$ cat src/rtl/console_writer.sv
// Terminal-style byte-stream writer: turns host bytes into framebuffer writes
// (glyphs, blanks, palette entries) while tracking a cursor over the text grid.
module console_writer #(
  parameter int         HTILES     = 80,
  parameter int         VTILES     = 60,
  parameter int         ADDR_W     = 13,
  parameter logic [7:0] BLANK_CHR  = 8'h20,
  parameter bit         CLR_ON_RST = 1'b1
) (
  input  logic              clk,
  input  logic              rst_n,
  input  logic [7:0]        i_data,
  input  logic              i_valid,
  output logic              o_ready,
  output logic              o_wr_en,
  output logic [ADDR_W-1:0] o_wr_addr,
  output logic [7:0]        o_wr_data,
  output logic [6:0]        o_cur_x,
  output logic [5:0]        o_cur_y,
  output logic              o_busy
);

  localparam int FB_SIZE = HTILES * VTILES;
  localparam logic [ADDR_W-1:0] PAL_BASE = ADDR_W'(FB_SIZE);

  typedef enum logic [2:0] {S_IDLE, S_ESC_IDX, S_ESC_VAL, S_CLR_LINE, S_CLR_ALL} state_t;

  state_t              state_q, state_d;
  logic [6:0]          x_q, x_d;
  logic [5:0]          y_q, y_d;
  logic [ADDR_W-1:0]   cnt_q, cnt_d;
  logic [ADDR_W-1:0]   base_q, base_d;
  logic [7:0]          idx_q, idx_d;
  logic                wr_en_q, wr_en_d;
  logic [ADDR_W-1:0]   wr_addr_q, wr_addr_d;
  logic [7:0]          wr_data_q, wr_data_d;

  logic                accept;
  logic [5:0]          y_next;
  logic [ADDR_W-1:0]   cur_addr, next_row_base;

  assign o_ready   = (state_q == S_IDLE) || (state_q == S_ESC_IDX) || (state_q == S_ESC_VAL);
  assign o_busy    = (state_q == S_CLR_LINE) || (state_q == S_CLR_ALL);
  assign accept    = i_valid && o_ready;
  assign y_next    = (y_q == 6'(VTILES - 1)) ? 6'd0 : y_q + 6'd1;
  assign cur_addr  = ADDR_W'(y_q) * ADDR_W'(HTILES) + ADDR_W'(x_q);
  assign next_row_base = ADDR_W'(y_next) * ADDR_W'(HTILES);

  assign o_wr_en   = wr_en_q;
  assign o_wr_addr = wr_addr_q;
  assign o_wr_data = wr_data_q;
  assign o_cur_x   = x_q;
  assign o_cur_y   = y_q;

  always_comb begin
    state_d   = state_q;
    x_d       = x_q;
    y_d       = y_q;
    cnt_d     = cnt_q;
    base_d    = base_q;
    idx_d     = idx_q;
    wr_en_d   = 1'b0;
    wr_addr_d = wr_addr_q;
    wr_data_d = wr_data_q;
    unique case (state_q)
      S_IDLE: if (accept) begin
        unique case (i_data)
          8'h0D: x_d = '0;
          8'h0A: begin
            x_d     = '0;
            y_d     = y_next;
            base_d  = next_row_base;
            cnt_d   = '0;
            state_d = S_CLR_LINE;
          end
          8'h08: if (x_q != '0) begin
            x_d       = x_q - 7'd1;
            wr_en_d   = 1'b1;
            wr_addr_d = cur_addr - ADDR_W'(1);
            wr_data_d = BLANK_CHR;
          end
          8'h0C: begin
            x_d     = '0;
            y_d     = '0;
            cnt_d   = '0;
            state_d = S_CLR_ALL;
          end
          8'h1B: state_d = S_ESC_IDX;
          default: begin
            wr_en_d   = 1'b1;
            wr_addr_d = cur_addr;
            wr_data_d = i_data;
            if (x_q == 7'(HTILES - 1)) begin
              // Wrapping off the right edge behaves like LF: new row is blanked.
              x_d     = '0;
              y_d     = y_next;
              base_d  = next_row_base;
              cnt_d   = '0;
              state_d = S_CLR_LINE;
            end else begin
              x_d = x_q + 7'd1;
            end
          end
        endcase
      end
      S_ESC_IDX: if (accept) begin
        idx_d   = i_data;
        state_d = S_ESC_VAL;
      end
      S_ESC_VAL: if (accept) begin
        if (idx_q <= 8'd17) begin
          wr_en_d   = 1'b1;
          wr_addr_d = PAL_BASE + ADDR_W'(idx_q);
          wr_data_d = i_data;
        end
        state_d = S_IDLE;
      end
      S_CLR_LINE: begin
        wr_en_d   = 1'b1;
        wr_addr_d = base_q + cnt_q;
        wr_data_d = BLANK_CHR;
        if (cnt_q == ADDR_W'(HTILES - 1)) begin
          cnt_d   = '0;
          state_d = S_IDLE;
        end else begin
          cnt_d = cnt_q + ADDR_W'(1);
        end
      end
      S_CLR_ALL: begin
        wr_en_d   = 1'b1;
        wr_addr_d = cnt_q;
        wr_data_d = BLANK_CHR;
        if (cnt_q == ADDR_W'(FB_SIZE - 1)) begin
          cnt_d   = '0;
          state_d = S_IDLE;
        end else begin
          cnt_d = cnt_q + ADDR_W'(1);
        end
      end
      default: state_d = S_IDLE;
    endcase
  end

  always_ff @(posedge clk or negedge rst_n) begin
    if (!rst_n) begin
      state_q   <= CLR_ON_RST ? S_CLR_ALL : S_IDLE;
      x_q       <= '0;
      y_q       <= '0;
      cnt_q     <= '0;
      base_q    <= '0;
      idx_q     <= '0;
      wr_en_q   <= 1'b0;
      wr_addr_q <= '0;
      wr_data_q <= '0;
    end else begin
      state_q   <= state_d;
      x_q       <= x_d;
      y_q       <= y_d;
      cnt_q     <= cnt_d;
      base_q    <= base_d;
      idx_q     <= idx_d;
      wr_en_q   <= wr_en_d;
      wr_addr_q <= wr_addr_d;
      wr_data_q <= wr_data_d;
    end
  end

endmodule
$ cat config.mk
export PLATFORM = sky130hd
export DESIGN_NAME = console_writer
export DESIGN_NICKNAME = d
export VERILOG_FILES = /design/src/rtl/console_writer.sv
export SDC_FILE = /design/constraint.sdc
export NUM_CORES = 1
export LEC_CHECK = 0
export BUFFER_PORTS_ARGS = -buffer_cell sky130_fd_sc_hd__buf_2
export CORE_MARGIN = 3
export CORE_UTILIZATION = 45
export DETAILED_ROUTE_END_ITERATION = 7
export PLACE_DENSITY = 0.67
export SLEW_MARGIN = 20
export SYNTH_ARGS = -nofsm -noshare
export SYNTH_HDL_FRONTEND = slang
export SYNTH_SLANG_ARGS = --single-unit
$ cat constraint.sdc
create_clock -name clk -period 3.95 [get_ports clk]
set_input_delay 0.5925 -clock clk [delete_from_list [all_inputs] [get_ports clk]]
set_output_delay 0.5925 -clock clk [all_outputs]
set_load 0.005 [all_outputs]
Word-level counts from Yosys, hierarchy flattened
Cells that the tools add are included.
- register bits after elaboration: 72
- bits in latches: 0
- memory bits (writable): 0
- bits in read-only memories: 0
- bits of input ports: 11
- output and inout port bits: 37
- word-level logic and storage cells: 115
- memories: 0
- add/sub/neg operators: 8
- multipliers: 2
- div/mod/pow operators: 0
- $lt $le $gt $ge: 1
- equality and inequality tests: 26
- shift-type cells: 0
- multiplexer cells: 40
- bitwise logic cells: 3
- reductions and logical operators: 26
- operators by type and width (kind ; number):
    two-way mux 13 bit ; 9
    case mux 13 bit (2 select lines) ; 3
    case mux 13 bit (4 select lines) ; 1
    case mux 13 bit (3 select lines) ; 1
    == test 8 x 4 -> 1 bit, second input constant ; 4
    two-way mux 8 bit ; 4
    case mux 8 bit (3 select lines) ; 1
    case mux 7 bit (3 select lines) ; 1
    multiplier 6 x 3 -> 9 bit, second input constant ; 2
    two-way mux 3 bit ; 6
    case mux 6 bit (3 select lines) ; 1
    case mux 8 bit (2 select lines) ; 1
    AND reduction 4 bit ; 4
    case mux 3 bit (5 select lines) ; 1
    two-way mux 7 bit ; 2
    inequality test 2 bit, second input constant ; 7
    adder 13 x 1 -> 13 bit, second input constant ; 1
    adder 13 bit ; 1
    adder 13 x 7 -> 13 bit ; 1
    adder 13 x 8 -> 13 bit, first input constant ; 1
    == test 13 bit, second input constant ; 1
    == test 13 x 7 -> 1 bit, second input constant ; 1
    subtractor 13 x 1 -> 13 bit, second input constant ; 1
    two-way mux 6 bit ; 2
    other kinds (32) ; 49

Depth between registers and ports, before layout
- depth after elaboration: 7
- depth in mapped cells: 12
- gate-level depth less buffers: 12

Least setup slack after synthesis
OpenSTA, ideal clock, no wires.
- kind: reg-to-reg
- from: register y_q[1], in the netlist o_cur_y[1]
- to: register wr_addr_q[12], in the netlist o_wr_addr[12]
- setup time: 0.131 ns
- data arrival time: 2.866 ns
- required time: 3.819 ns
- setup slack: 0.953 ns
- cell stages (with the launch flop): 10
- buffers on the path: 0
- period minus slack after synthesis: 2.997 ns
- path through: dfrtp_1 -> ha_1 -> ha_1 -> fa_1 -> xnor2_1 -> nand4b_4 -> or2_2 -> a2111oi_4 -> a21oi_1 -> or3_1
- cells in the longest elaborated chain, start to end: 7
- ends and longest elaborated chain (what ; line ; RTL):
    start: declaration ; 30 ; logic [5:0] y_q, y_d;
    start signal: assignment ; 158 ; y_q <= y_d;
    multiplier 6 x 3 -> 9 bit (*) ; 46 ; assign cur_addr = ADDR_W'(y_q) * ADDR_W'(HTILES) + ADDR_W'(x_q);
    adder 13 x 7 -> 13 bit (*) ; 46 ;
    subtractor 13 x 1 -> 13 bit ; 79 ; wr_addr_d = cur_addr - ADDR_W'(1);
    two-way mux 13 bit ; 76 ; 8'h08: if (x_q != '0) begin
    case mux 13 bit (2 select lines) (*) ; 67 ; unique case (i_data)
    two-way mux 13 bit (*) ; 66 ; S_IDLE: if (accept) begin
    case mux 13 bit (4 select lines) (*) ; 65 ; unique case (state_q)
    end signal: assignment ; 163 ; wr_addr_q <= wr_addr_d;
    end: declaration ; 35 ; logic [ADDR_W-1:0] wr_addr_q, wr_addr_d;
Every way passes the cells marked *; elsewhere a longest branch is shown, timed or not. The select of a mux whose other input is x is not followed.
A chain may end at the register's enable or synchronous reset.

Final worst setup path
- from: register y_q[3], in the netlist o_cur_y[3]
- to: register wr_addr_q[10], in the netlist o_wr_addr[10]
Same word-level chain as after synthesis.

==> impl_metrics.csv <==
group,metric,value,unit
status,status,"complete, no violations",
sta,period_share,81.7,%
clock_tree,numCtsBuffers,9,
placed_design,portBuffers,47,
worst_setup_path,cp_slowest_stage_delay,0.62,ns
layout,fillers,1018,
clock_tree,cts_hold_buffers,0,
synth,synth_seq_cells,68,
synth,async_flop_share,100,%
floorplanning,io_pins,48,
grt,grt_start_max_net_pins,42,
synth,ys_seq_area_share,34.2,%
grt,antenna_found_initial,0,
synth,synth_fa_ha_area_share,10.4,%
routing,wl,12500,µm
sta,setup_tns,0,ns
synth,synth_area,4970,µm²
run,maxCapViolations,0,
worst_setup_path,arrival,3.42,ns
worst_setup_path,crit_required,4.14,ns
placed_design,gp_congestion,0.867,
worst_setup_path,endpoint_kind,"flop",
synth,synth-simple-area-share,19.7,%
worst_setup_path,crit_top_cell,"ha_1",
synth,synth_edf_count,0,
sta,slew_violations,0,
synth,synth_fp_nets,617,
synth,synth_top_family_by_area,"compound AO/OA/AOI/OAI gates",
synth,synth_ff_type,"dfrtp_1",
synth,synthXorXnorAreaFrac,6.09,%
synth,synthCells,567,
worst_setup_path,path_class,"flop to flop",
pwr,p_leak,2.59,nW
clock_tree,clock_path_buffers,2,
routing,detail_route.wl_per_cell,16.8,µm
synth,synth_top_cell_by_area,"dfrtp_1",
clock_tree,cts.repair.resized,0,
clock_tree,clkTransAtPathRegs,0.08,ns
synth,netlist.area_leader.share,33.7,%
synth,avgSynthCellArea,8.77,µm²
layout,finalNetCount,653,
sta,period_needed,3.23,ns
grt,gr-total-overflow,0,
grt,grt_pass1_wl,21000,µm
layout,drive_gt1_share,15.6,%
routing,routed_via_density,5.90,
clock_tree,htree_levels,3,
floorplanning,rows,37,
clock_tree,cts_setup_buffers,0,
pwr,irDropWorstVdd,0.000136,V
sta,worst_pin_slew,1.00,ns
floorplanning,die_h,111,µm
grt,grt_use_total,20.8,%
routing,drt.antenna.violating_nets,0,
synth,synth-compound-area-share,22.1,%
layout,syn2layout_area_growth,9.71,%
synth,synth_cell_types,68,
synth,yosysWarnings,0,
floorplanning,die_w,111,µm
clock_tree,cts_tree,"yes",
worst_setup_path,reg2regPathDepth,10,
clock_tree,cts.sinks,68,
worst_setup_path,start_kind,"flop",
sta,fin_ws,0.722,ns
grt,grt_pass1_vias,4152,
routing,dr_total_vias,4386,
pwr,p_per_area,227,nW/µm²
worst_setup_path,path_cells,"ha_1, ha_1, fa_1, nand2_1, nor4_1, o21ai_0, a2111oi_4, xnor2_1, a2bb2oi_1, a31oi_1",
floorplanning,coreArea,10600,µm²
sta,rsz0062_at_grt,"false",
sta,finClkSkew,0.00979,ns
worst_setup_path,crit_slowest_cell,"fa_1",
sta,fmax,310,MHz
pwr,totalPowerFinal,1.24,mW
layout,num_antenna_cells,0,
worst_setup_path,critPathMaxFanout,9,
floorplanning,start_util,47.1,%
sta,finalHoldViolCount,0,
min_path,hold_class,"primary input to async pin",
synth,muxShareOfSynthArea,3.12,%
placed_design,post-place-ws,0.759,ns
clock_tree,clk_latency,0.37,ns
sta,setup_viol_count_final,0,
floorplanning,die_area,12300,µm²
routing,drc,0,
sta,slew_headroom,33.1,%
placed_design,hpwl,9420,µm
synth,synth_area_leaders,"dfrtp_1 (34%), ha_1 (8.8%), o21ai_0 (4.5%)",
routing,drt_pass1_iterations,5,
routing,drt_iter0_markers,285,
clock_tree,cts_root_buf,"clkbuf_8",
[placed cells by master (no fill, tap or decap), drive strengths merged, types with 3 or more instances in the layout]
cell,instances
a21o,9
a21oi,37
a221oi,5
a222oi,3
a31oi,8
and2,4
and3,14
buf,50
clkbuf,11
clkinv,4
dfrtp,67
fa,4
ha,35
inv,24
mux2,12
nand2,51
nand2b,11
nand3,28
nor2,47
nor2b,6
nor3,16
nor4,4
o21ai,58
o21bai,3
o22ai,8
o31ai,14
or2,3
or3,3
xnor2,19
xor2,13
[layer usage]
layer | up-vias | part of all wire (%) | GRT usage, % | wire, µm
li1 | 2130 | - | - | -
met1 | 2120 | 47 | 29.1 | 5850
met2 | 120 | 47 | 32.9 | 5880
met3 | 16 | 4.7 | 3.66 | 591
met4 | 0 | 1.5 | 6.57 | 190
met5 | - | 0 | 0 | 0
[where the power goes]
part | internal [mW] | total (mW) | switching, mW
Sequential | 0.696 | 0.696 | 0
Combinational | 0.0106 | 0.0415 | 0.0308
Clock | 0.225 | 0.504 | 0.279
[final timing paths]
path	from	endpoint	slack (ns)
max reg2reg	o_cur_y[3]	o_wr_addr[10]	0.72
max in group asynchronous	rst_n	base_q[8]	2.81
max	o_cur_y[3]	o_wr_addr[10]	0.72
min reg2reg	base_q[10]	base_q[10]	0.50
min in group clk	base_q[10]	base_q[10]	0.50
min	rst_n	cnt_q[2]	0.37
[metrics by stage]
step	util, %	cell area (µm²)	std cells	hold WS, ns
floorplan	-	4970	567	0.297
global route	51.7	5460	744	0.446
detailed placement	50.2	5300	728	0.488
CTS	51.7	5460	744	0.397
finish	51.7	5460	744	0.370
global placement	50.2	5300	728	0.488
[Yosys cell counts (2+ instances only)]
cell        n
dfrtp_1    67
nand2_1    51
nor2_1     47
o21ai_0    45
a21oi_1    35
ha_1       35
nand3_1    27
inv_1      24
xnor2_1    19
nor3_1     16
and3_1     14
o31ai_1    14
o21ai_1    13
xor2_1     13
clkbuf_1   12
mux2_2     12
nand2b_1   11
buf_2      10
a21o_1      9
a31oi_1     8
o22ai_1     8
nor2b_1     6
a221oi_1    5
fa_1        4
a222oi_1    3
and2_1      3
nor4_1      3
o21bai_1    3
or2_2       3
a21oi_2     2
a2bb2oi_1   2
mux2i_1     2
o2111ai_1   2
o211a_1     2
o21a_1      2
o32ai_1     2
or3_1       2
[logic make-up (layout without fill, tap and decap cells)]
| kind of cell | Yosys count | after routing |
|---|---|---|
| xor gates and xnor gates | 33 | 33 |
| DFF | 68 | 68 |
| AOI/OAI and AO/OA | 169 | 169 |
| muxes | 14 | 14 |
| buffers and inverters | 50 | 91 |
| and+or+nand+nor | 194 | 194 |
| adders and majority gates | 39 | 39 |
[registers in the layout (all words and copies together) (netlist names)]
register,count
o_wr_data,8
idx_q,8
state_q,3
o_wr_en,1
base_q,9
cnt_q,13
o_cur_x,7
o_cur_y,6
o_wr_addr,13
[worst max-delay path, delay by kind of cell (launching register included)]
| family | cells | cell delay, ns |
|---|---|---|
| flip-flops | 1 | 0.49 |
| AO/OA/AOI/OAI | 4 | 0.85 |
| XOR/XNOR | 1 | 0.17 |
| AND/OR/NAND/NOR | 2 | 0.38 |
| adder cells (fa/ha/maj) | 3 | 1.16 |
[area by class of cell]
| cell class | count | area [µm²] | area share (%) |
|---|---|---|---|
| flip-flops and latches | 68 | 1700 | 31.2 |
| clock buffers | 11 | 131 | 2.41 |
| inverters | 25 | 95.1 | 1.74 |
| clock inverters | 5 | 30.0 | 0.550 |
| repair buffers | 50 | 258 | 4.72 |
| well taps | 136 | 170 | 3.12 |
| multi-input cells | 449 | 3070 | 56.2 |
(Power assumes the default switching activity.)
